## src/rtl/color_pkg.sv

```systemverilog
// rtl/color_pkg.sv - colour codes, filter states and small helpers shared by the colour path
package color_pkg;

  typedef logic [1:0] color_code_t;

  localparam color_code_t COL_NONE  = 2'd0;
  localparam color_code_t COL_RED   = 2'd1;
  localparam color_code_t COL_BLUE  = 2'd2;
  localparam color_code_t COL_GREEN = 2'd3;

  typedef enum logic [2:0] {
    IDLE   = 3'd0,
    QUAL   = 3'd1,
    REPORT = 3'd2,
    HOLD   = 3'd3,
    CLEAR  = 3'd4
  } state_t;

  function automatic int unsigned max_u(input int unsigned a, input int unsigned b);
    return (a > b) ? a : b;
  endfunction

endpackage

```

## src/rtl/color_decode.sv

```systemverilog
// rtl/color_decode.sv - one-hot sensor vector to colour code, NONE for any invalid pattern
module color_decode
  import color_pkg::*;
(
  input  logic [2:0]  i_color,
  output color_code_t o_code
);

  // Only a clean single-bit reading names a colour; zero and multi-hot are both "nothing seen"
  always_comb begin
    o_code = COL_NONE;
    case (i_color)
      3'b001:  o_code = COL_RED;
      3'b010:  o_code = COL_BLUE;
      3'b100:  o_code = COL_GREEN;
      default: o_code = COL_NONE;
    endcase
  end

endmodule

```

## src/rtl/color_event_filter.sv

```systemverilog
// rtl/color_event_filter.sv - qualifies stable colours, emits one event per object, keeps tallies
module color_event_filter
  import color_pkg::*;
#(
  parameter int unsigned STABLE_CYCLES = 600000,
  parameter int unsigned CLEAR_CYCLES  = 300000
) (
  input  logic       clk,
  input  logic       rst_n,
  input  logic [2:0] color,
  output logic       evt_valid,
  output logic [1:0] evt_color,
  input  logic       evt_ready,
  output logic [7:0] cnt_red,
  output logic [7:0] cnt_blue,
  output logic [7:0] cnt_green,
  output logic       busy
);

  localparam int unsigned MAX_CYCLES = max_u(STABLE_CYCLES, CLEAR_CYCLES);
  localparam int unsigned TW         = $clog2(MAX_CYCLES + 1);

  localparam logic [TW-1:0] L_ONE    = TW'(1);
  localparam logic [TW-1:0] L_STABLE = TW'(STABLE_CYCLES);
  localparam logic [TW-1:0] L_CLEAR  = TW'(CLEAR_CYCLES);

  // A fresh candidate already counts one sample, so a one-sample window skips straight ahead
  localparam state_t S_QUAL_ENTRY  = (STABLE_CYCLES == 1) ? REPORT : QUAL;
  localparam state_t S_CLEAR_ENTRY = (CLEAR_CYCLES == 1) ? IDLE : CLEAR;

  color_code_t   w_code;
  state_t        r_state;
  state_t        w_state_nxt;
  color_code_t   r_cand;
  color_code_t   w_cand_nxt;
  logic [TW-1:0] r_tmr;
  logic [TW-1:0] w_tmr_nxt;
  logic [TW-1:0] w_tmr_inc;
  logic          w_accept;

  logic          r_evt_valid;
  color_code_t   r_evt_color;
  logic          r_busy;
  logic          w_evt_valid_nxt;
  color_code_t   w_evt_color_nxt;
  logic          w_busy_nxt;

  logic [7:0]    r_cnt_red;
  logic [7:0]    r_cnt_blue;
  logic [7:0]    r_cnt_green;

  color_decode u_decode (
    .i_color (color),
    .o_code  (w_code)
  );

  // The timer is below its terminal value whenever it is incremented, so this never wraps
  assign w_tmr_inc = r_tmr + L_ONE;
  assign w_accept  = (r_state == REPORT) && evt_ready;

  // State, candidate and timer register
  always_ff @(posedge clk or negedge rst_n) begin
    if (!rst_n) begin
      r_state <= IDLE;
      r_cand  <= COL_NONE;
      r_tmr   <= '0;
    end else begin
      r_state <= w_state_nxt;
      r_cand  <= w_cand_nxt;
      r_tmr   <= w_tmr_nxt;
    end
  end

  // Next-state rules: qualify, wait for the consumer, then wait for the object to leave
  always_comb begin
    w_state_nxt = r_state;
    w_cand_nxt  = r_cand;
    w_tmr_nxt   = r_tmr;
    case (r_state)
      IDLE: begin
        if (w_code != COL_NONE) begin
          w_cand_nxt  = w_code;
          w_tmr_nxt   = L_ONE;
          w_state_nxt = S_QUAL_ENTRY;
        end
      end
      QUAL: begin
        if (w_code == COL_NONE) begin
          w_state_nxt = IDLE;
        end else if (w_code == r_cand) begin
          w_tmr_nxt = w_tmr_inc;
          if (w_tmr_inc >= L_STABLE) begin
            w_state_nxt = REPORT;
          end
        end else begin
          w_cand_nxt  = w_code;
          w_tmr_nxt   = L_ONE;
          w_state_nxt = S_QUAL_ENTRY;
        end
      end
      REPORT: begin
        if (evt_ready) begin
          w_state_nxt = HOLD;
        end
      end
      HOLD: begin
        if (w_code == COL_NONE) begin
          w_tmr_nxt   = L_ONE;
          w_state_nxt = S_CLEAR_ENTRY;
        end else if (w_code != r_cand) begin
          w_cand_nxt  = w_code;
          w_tmr_nxt   = L_ONE;
          w_state_nxt = S_QUAL_ENTRY;
        end
      end
      CLEAR: begin
        if (w_code == COL_NONE) begin
          w_tmr_nxt = w_tmr_inc;
          if (w_tmr_inc >= L_CLEAR) begin
            w_state_nxt = IDLE;
          end
        end else if (w_code == r_cand) begin
          w_state_nxt = HOLD;
        end else begin
          w_cand_nxt  = w_code;
          w_tmr_nxt   = L_ONE;
          w_state_nxt = S_QUAL_ENTRY;
        end
      end
      default: begin
        w_state_nxt = IDLE;
      end
    endcase
  end

  // Output values derived from the upcoming state so the outputs themselves can be flops
  always_comb begin
    w_evt_valid_nxt = (w_state_nxt == REPORT);
    w_evt_color_nxt = (w_state_nxt == REPORT) ? w_cand_nxt : COL_NONE;
    w_busy_nxt      = (w_state_nxt != IDLE);
  end

  // Registered event and status outputs
  always_ff @(posedge clk or negedge rst_n) begin
    if (!rst_n) begin
      r_evt_valid <= 1'b0;
      r_evt_color <= COL_NONE;
      r_busy      <= 1'b0;
    end else begin
      r_evt_valid <= w_evt_valid_nxt;
      r_evt_color <= w_evt_color_nxt;
      r_busy      <= w_busy_nxt;
    end
  end

  // Saturating per-colour tallies, bumped only on an accepted transfer
  always_ff @(posedge clk or negedge rst_n) begin
    if (!rst_n) begin
      r_cnt_red   <= 8'd0;
      r_cnt_blue  <= 8'd0;
      r_cnt_green <= 8'd0;
    end else if (w_accept) begin
      case (r_cand)
        COL_RED:   if (r_cnt_red   != 8'hFF) r_cnt_red   <= r_cnt_red   + 8'd1;
        COL_BLUE:  if (r_cnt_blue  != 8'hFF) r_cnt_blue  <= r_cnt_blue  + 8'd1;
        COL_GREEN: if (r_cnt_green != 8'hFF) r_cnt_green <= r_cnt_green + 8'd1;
        default:   ;
      endcase
    end
  end

  assign evt_valid = r_evt_valid;
  assign evt_color = r_evt_color;
  assign busy      = r_busy;
  assign cnt_red   = r_cnt_red;
  assign cnt_blue  = r_cnt_blue;
  assign cnt_green = r_cnt_green;

endmodule
```

## config.mk

```make
export PLATFORM = sky130hd
export DESIGN_NAME = color_event_filter
export DESIGN_NICKNAME = d
export VERILOG_FILES = /design/src/rtl/color_pkg.sv /design/src/rtl/color_decode.sv /design/src/rtl/color_event_filter.sv
export SDC_FILE = /design/constraint.sdc
export NUM_CORES = 1
export LEC_CHECK = 0
export BUFFER_PORTS_ARGS = -buffer_cell sky130_fd_sc_hd__buf_4
export CORE_ASPECT_RATIO = 0.9
export CORE_UTILIZATION = 45
export CTS_CLUSTER_DIAMETER = 40
export DETAILED_ROUTE_END_ITERATION = 10
export PLACE_DENSITY_LB_ADDON = 0.2
export SLEW_MARGIN = 40
export SYNTH_ARGS = -nofsm -noshare
export SYNTH_HDL_FRONTEND = slang
export SYNTH_HIERARCHICAL = 1
export SYNTH_SLANG_ARGS = --single-unit
export TNS_END_PERCENT = 30
```

## constraint.sdc

```tcl
create_clock -name clk -period 4.1 [get_ports clk]
set_input_delay 0.205 -clock clk [delete_from_list [all_inputs] [get_ports clk]]
set_output_delay 0.205 -clock clk [all_outputs]
set_load 0.1 [all_outputs]
```

# Word-level counts from Yosys, hierarchy flattened
# Cells that the tools add are included.
# word_totals
regBits	53
inputBits	6
output_inout_bits	28
word_cells	73
# classes
n_addsub	4
magnitude_cmp	2
n_eq_ne	20
muxes	27
reduce_logical	11
# ops
operator	count
$mux 20	7
$pmux 20 s4	1
$mux 3	9
$add 8x1->8 const B	3
$ne 8x8->1 const B	3
$add 20x1->20 const B	1
$ge 20x19->1 const B	1
$ge 20x20->1 const B	1
$pmux 3 s5	1
$mux 2	7
$eq 3x2->1 const B	4
$pmux 2 s3	2
$reduce_and 3->1	3
$eq 3x1->1 const B	2
$eq 3x3->1 const B	2
$ne 3x3->1 const B	2
$reduce_and 5->1	1
$eq 2x2->1 const B	2
$ne 2x2->1 const B	2
$reduce_bool 4->1	1
$logic_not 3->1	1
$reduce_bool 3->1	1
$eq 2x1->1 const B	1
$eq 2x2->1	1
5 further kinds	5

# Longest topological paths before layout
# logic_depth
word_depth	8
depth_mapped	10
depth_no_buf	9

# By module
# Netlist, hierarchy kept.
# modules_own_cells
mod	instances	cells_each	area_per_inst_um2	seq_area_each_um2
color_event_filter	1	302	2906.5	1326.3
color_decode	1	4	25.0	0.0

# Worst setup path after synthesis
# No wires, ideal clock.
# synth_timing
kind	register to register
start	register r_tmr[0]
end	register r_busy (netlist: busy)
setup_time_ps	131
t_arrival_ps	2548
required_ps	3969
path_slack_ps	1421
path_stages_with_launch	10
path_buffers	1
synth_period_minus_slack_ps	2679
cell_sequence	dfrtp_1 > ha_1 > nand2_1 > or4_1 > clkbuf_2 > o21a_1 > o21ai_0 > a311oi_1 > a211oi_2 > or3b_1
# synth_between
elab_chain_cells	7
word_cells_on_any_way	10
cone_classes	1 x add/sub; 2 x order compare; 6 x mux; 1 x reduce/logical
# synth_lines
item	line	source
from (decl)	color_event_filter.sv:36	logic [TW-1:0] r_tmr;
from (signal assigned)	color_event_filter.sv:70	r_tmr <= w_tmr_nxt;
$add 20x1->20 *	color_event_filter.sv:58	assign w_tmr_inc = r_tmr + L_ONE;
$ge 20x20->1	color_event_filter.sv:92	if (w_tmr_inc >= L_STABLE) begin
$mux 3	color_event_filter.sv:92	
$mux 3	color_event_filter.sv:90	end else if (w_code == r_cand) begin
$mux 3	color_event_filter.sv:88	if (w_code == COL_NONE) begin
$pmux 3 s5 *	color_event_filter.sv:79	case (r_state)
$reduce_bool 3->1 *	color_event_filter.sv:140	w_busy_nxt = (w_state_nxt != IDLE);
net w_busy_nxt	color_event_filter.sv:46	logic w_busy_nxt;
to (signal assigned)	color_event_filter.sv:152	r_busy <= w_busy_nxt;
to (decl)	color_event_filter.sv:43	logic r_busy;
# The timed path passes the listed nets; every way through them passes the cells marked *.
# A chain may end at the register's enable or synchronous reset.

# Worst setup path in the final report
# layout_timing
start	register r_tmr[2]
end	register r_busy (netlist: busy)
# The elaborated chain is that of the path after synthesis.

==> results.cfg <==
[run_status]
status = complete, no violations

[worst_setup_path]
cp-end-kind = flip-flop
cp-start-kind = flip-flop
r2r-start = r_tmr[2]
reg2reg_slack_ns = 0.85
required_ns = 4.29
cp_num_buf_inv = 0
cpPeakStageDelay_ns = 0.76
worstPathArrival_ns = 3.44
crit_start = r_tmr[2]
worstSetupPathType = reg -> reg
crit_chain = nand4_1 > or4_4 > nor3_4 > mux2i_1 > a311oi_1 > a211oi_2 > or3b_1
crit_family = simple AND/OR/NAND/NOR gates
reg2reg_to = busy
crit_slowest_cell = or4_4
reg2reg_depth = 7
cp_max_fo = 13

[sta]
maxSlewHeadroom = 0.540
finalSetupViolCount = 0
period_needed_ns = 3.25
worstMarginPinSlew_ns = 0.688
fmax_ghz = 0.308
fin_crit_sh = 0.792
tns_ns = 0
rsz0062_at_grt = false
finalClockSkew_ns = 0.00660
drv_slew = 0
hold_viol_final = 0

[drt]
drc = 0
vias = 2318
drt-total-wl_um = 5920
wire_per_inst_um = 13.9
ant_nets = 0
drt-initial-drc-count = 161
firstDrtPassIters = 4
viasPerCell = 5.44

[finish]
nets = 349
syn_to_final_growth_pct = 15.4
diodes = 0
final_util = 0.544
mostFrequentLayoutCells = dfrtp_1 (53), nand2_1 (37), buf_4 (35), o21ai_0 (26), nor2_1 (22)
design_area_um2 = 3380
num-fill-cells = 608
final_common_cell = dfrtp_1
layout-drive-gt1-share = 0.174

[clock_network]
cts_hold_buf = 1
clock_path_buffers = 2
cts_made_buffers = 5
ctsRootBufferMaster = clkbuf_8
cts_setup_buffers = 0
path_clk_slew_ns = 0.09
h-tree-depth = 2
insertion_delay_ns = 0.31
cts_resized = 0
cts_sinks = 53
cts_tree = built

[yosys]
synth_area_um2 = 2930
ys_warn_count = 6
synth_nets = 317
syn_area_per_cell_um2 = 9.58
ys_seq_area_frac = 0.452
synth.distinct_cells = 57
synth_seq_cells = 53
syn_inst = 306

[die]
die_x_um = 87.1
start_util = 0.472
ios = 34
core_area_um2 = 6220
rows = 27
die_h_um = 78.6
die_area_um2 = 6840

[power_and_ir_drop]
switching_share = 0.272
seqPwrFrac = 0.539
peakVddDrop_v = 0.000167
p_clk_frac = 0.343
net-switching-power_uw = 284
leakage_uw = 0.00153
p_comb_frac = 0.118
cellPowerDensity_nw_per_um2 = 308
internal_power_uw = 758

[hold_path]
whs_endpoint = r_cand[0]
hp-start = color[1]
hold-path-cell-count = 4
min-delay-path-class = in -> reg

[grt]
grt_pass1_wl_um = 9980
grt_pass1_vias = 2167
grt_usage = 0.189
grt_max_degree = 54
globalRouteOverflowTotal = 0
antenna_found_initial = 0

[flow_run]
maxCapViolations = 0

[placement]
place_congestion = 0.772
dpl.hpwl_um = 4280
port-buffer-count = 33
placed_area_um2 = 3260
-- synth_stat cells (all sizes together) --
cell	count	share of area
or2	2	0.0043
ha	5	0.021
nand2	37	0.047
a21o	3	0.0077
nor3b	2	0.0068
nand2b	3	0.0064
and3	6	0.015
nor3	8	0.019
a31o	1	0.0030
mux2	3	0.012
or3	1	0.0038
a21oi	5	0.0085
xnor2	21	0.063
buf	3	0.0060
mux2i	5	0.017
nand4	11	0.023
or4	3	0.0090
a32oi	2	0.0060
a22o	1	0.0030
nand3	14	0.026
o22a	1	0.0030
o41ai	1	0.0030
xor2	13	0.039
nor2b	3	0.0064
or3b	1	0.0030
o21ai	27	0.046
a311oi	3	0.011
o21bai	1	0.0026
o31ai	3	0.0077
dfrtp	53	0.45
clkbuf	8	0.011
nor4	3	0.0064
and2	3	0.0064
a211oi	4	0.012
nor4bb	1	0.0034
and4	3	0.0090
inv	7	0.0090
and3b	1	0.0030
a31oi	4	0.0085
o21a	2	0.0051
nand3b	3	0.0077
a21bo	1	0.0034
a211o	1	0.0030
a2bb2oi	1	0.0030
nor2	22	0.028
-- how the worst max path moves through the flow --
| stage | to | depth (start not counted) | slack, ns |
|---|---|---|---|
| CTS | busy | 7 | 0.87 |
| global route | busy | 7 | 0.66 |
| detailed placement | busy | 7 | 0.89 |
| global placement | busy | 7 | 1.04 |
| finish | busy | 7 | 0.85 |
| floorplan | busy | 9 | 1.42 |
-- power groups by stage --
stage	clock network (uW)	registers, uW	logic (uW)
global placement	0	570	121
CTS	366	561	125
detailed placement	0	571	123
floorplan	0	579	71.7
finish	357	562	123
global route	382	565	135
-- tightest hold or removal path: stages --
cell     delay, ns
buf_4         0.09
nor2_1        0.08
nand2_1       0.13
nand2_1       0.06
-- registers in the layout, indices dropped and copies added (netlist names) --
| signal | count |
|---|---|
| evt_valid | 1 |
| cnt_red | 8 |
| evt_color | 2 |
| r_state | 3 |
| r_cand | 2 |
| cnt_green | 8 |
| busy | 1 |
| cnt_blue | 8 |
| r_tmr | 20 |
-- cell type report --
| class | count | area [um2] | share of cell area |
|---|---|---|---|
| clock inverter | 2 | 38.8 | 0.0115 |
| multi-input combinational | 235 | 1540 | 0.454 |
| inverter | 7 | 26.3 | 0.00777 |
| tap | 87 | 109 | 0.0322 |
| sequential | 53 | 1330 | 0.392 |
| timing repair buffer | 36 | 273 | 0.0807 |
| clock buffer | 6 | 72.6 | 0.0215 |
-- cells by family (layout without fill, tap and decap cells) --
group,after synthesis,count (layout),share of synthesized area
AO/OA/AOI/OAI,61,61,0.137
AND/OR/NAND/NOR,127,127,0.234
flip-flops,53,53,0.452
buffers and inverters,18,51,0.0256
XOR/XNOR,34,34,0.102
adder cells (fa/ha/maj),5,5,0.0213
multiplexers,8,8,0.0286
-- routing by layer --
layer | vias up | global-route usage | wire (um)
met5 | - | 0 | 0
met4 | 0 | 0.0550 | 57
met3 | 5 | 0.0336 | 210
met2 | 47 | 0.288 | 2640
met1 | 1109 | 0.272 | 3010
li1 | 1157 | - | -
-- per-stage QoR --
stage | std cells | total power [uW] | worst slack [ns] | hold slack, ns
floorplan | 306 | 650 | 1.42 | -0.0906
global placement | 417 | 691 | 1.04 | 0.290
detailed placement | 417 | 694 | 0.887 | 0.288
CTS | 426 | 1050 | 0.875 | 0.278
global route | 426 | 1080 | 0.657 | 0.314
finish | 426 | 1040 | 0.854 | 0.289
(Power assumes the default switching activity.)
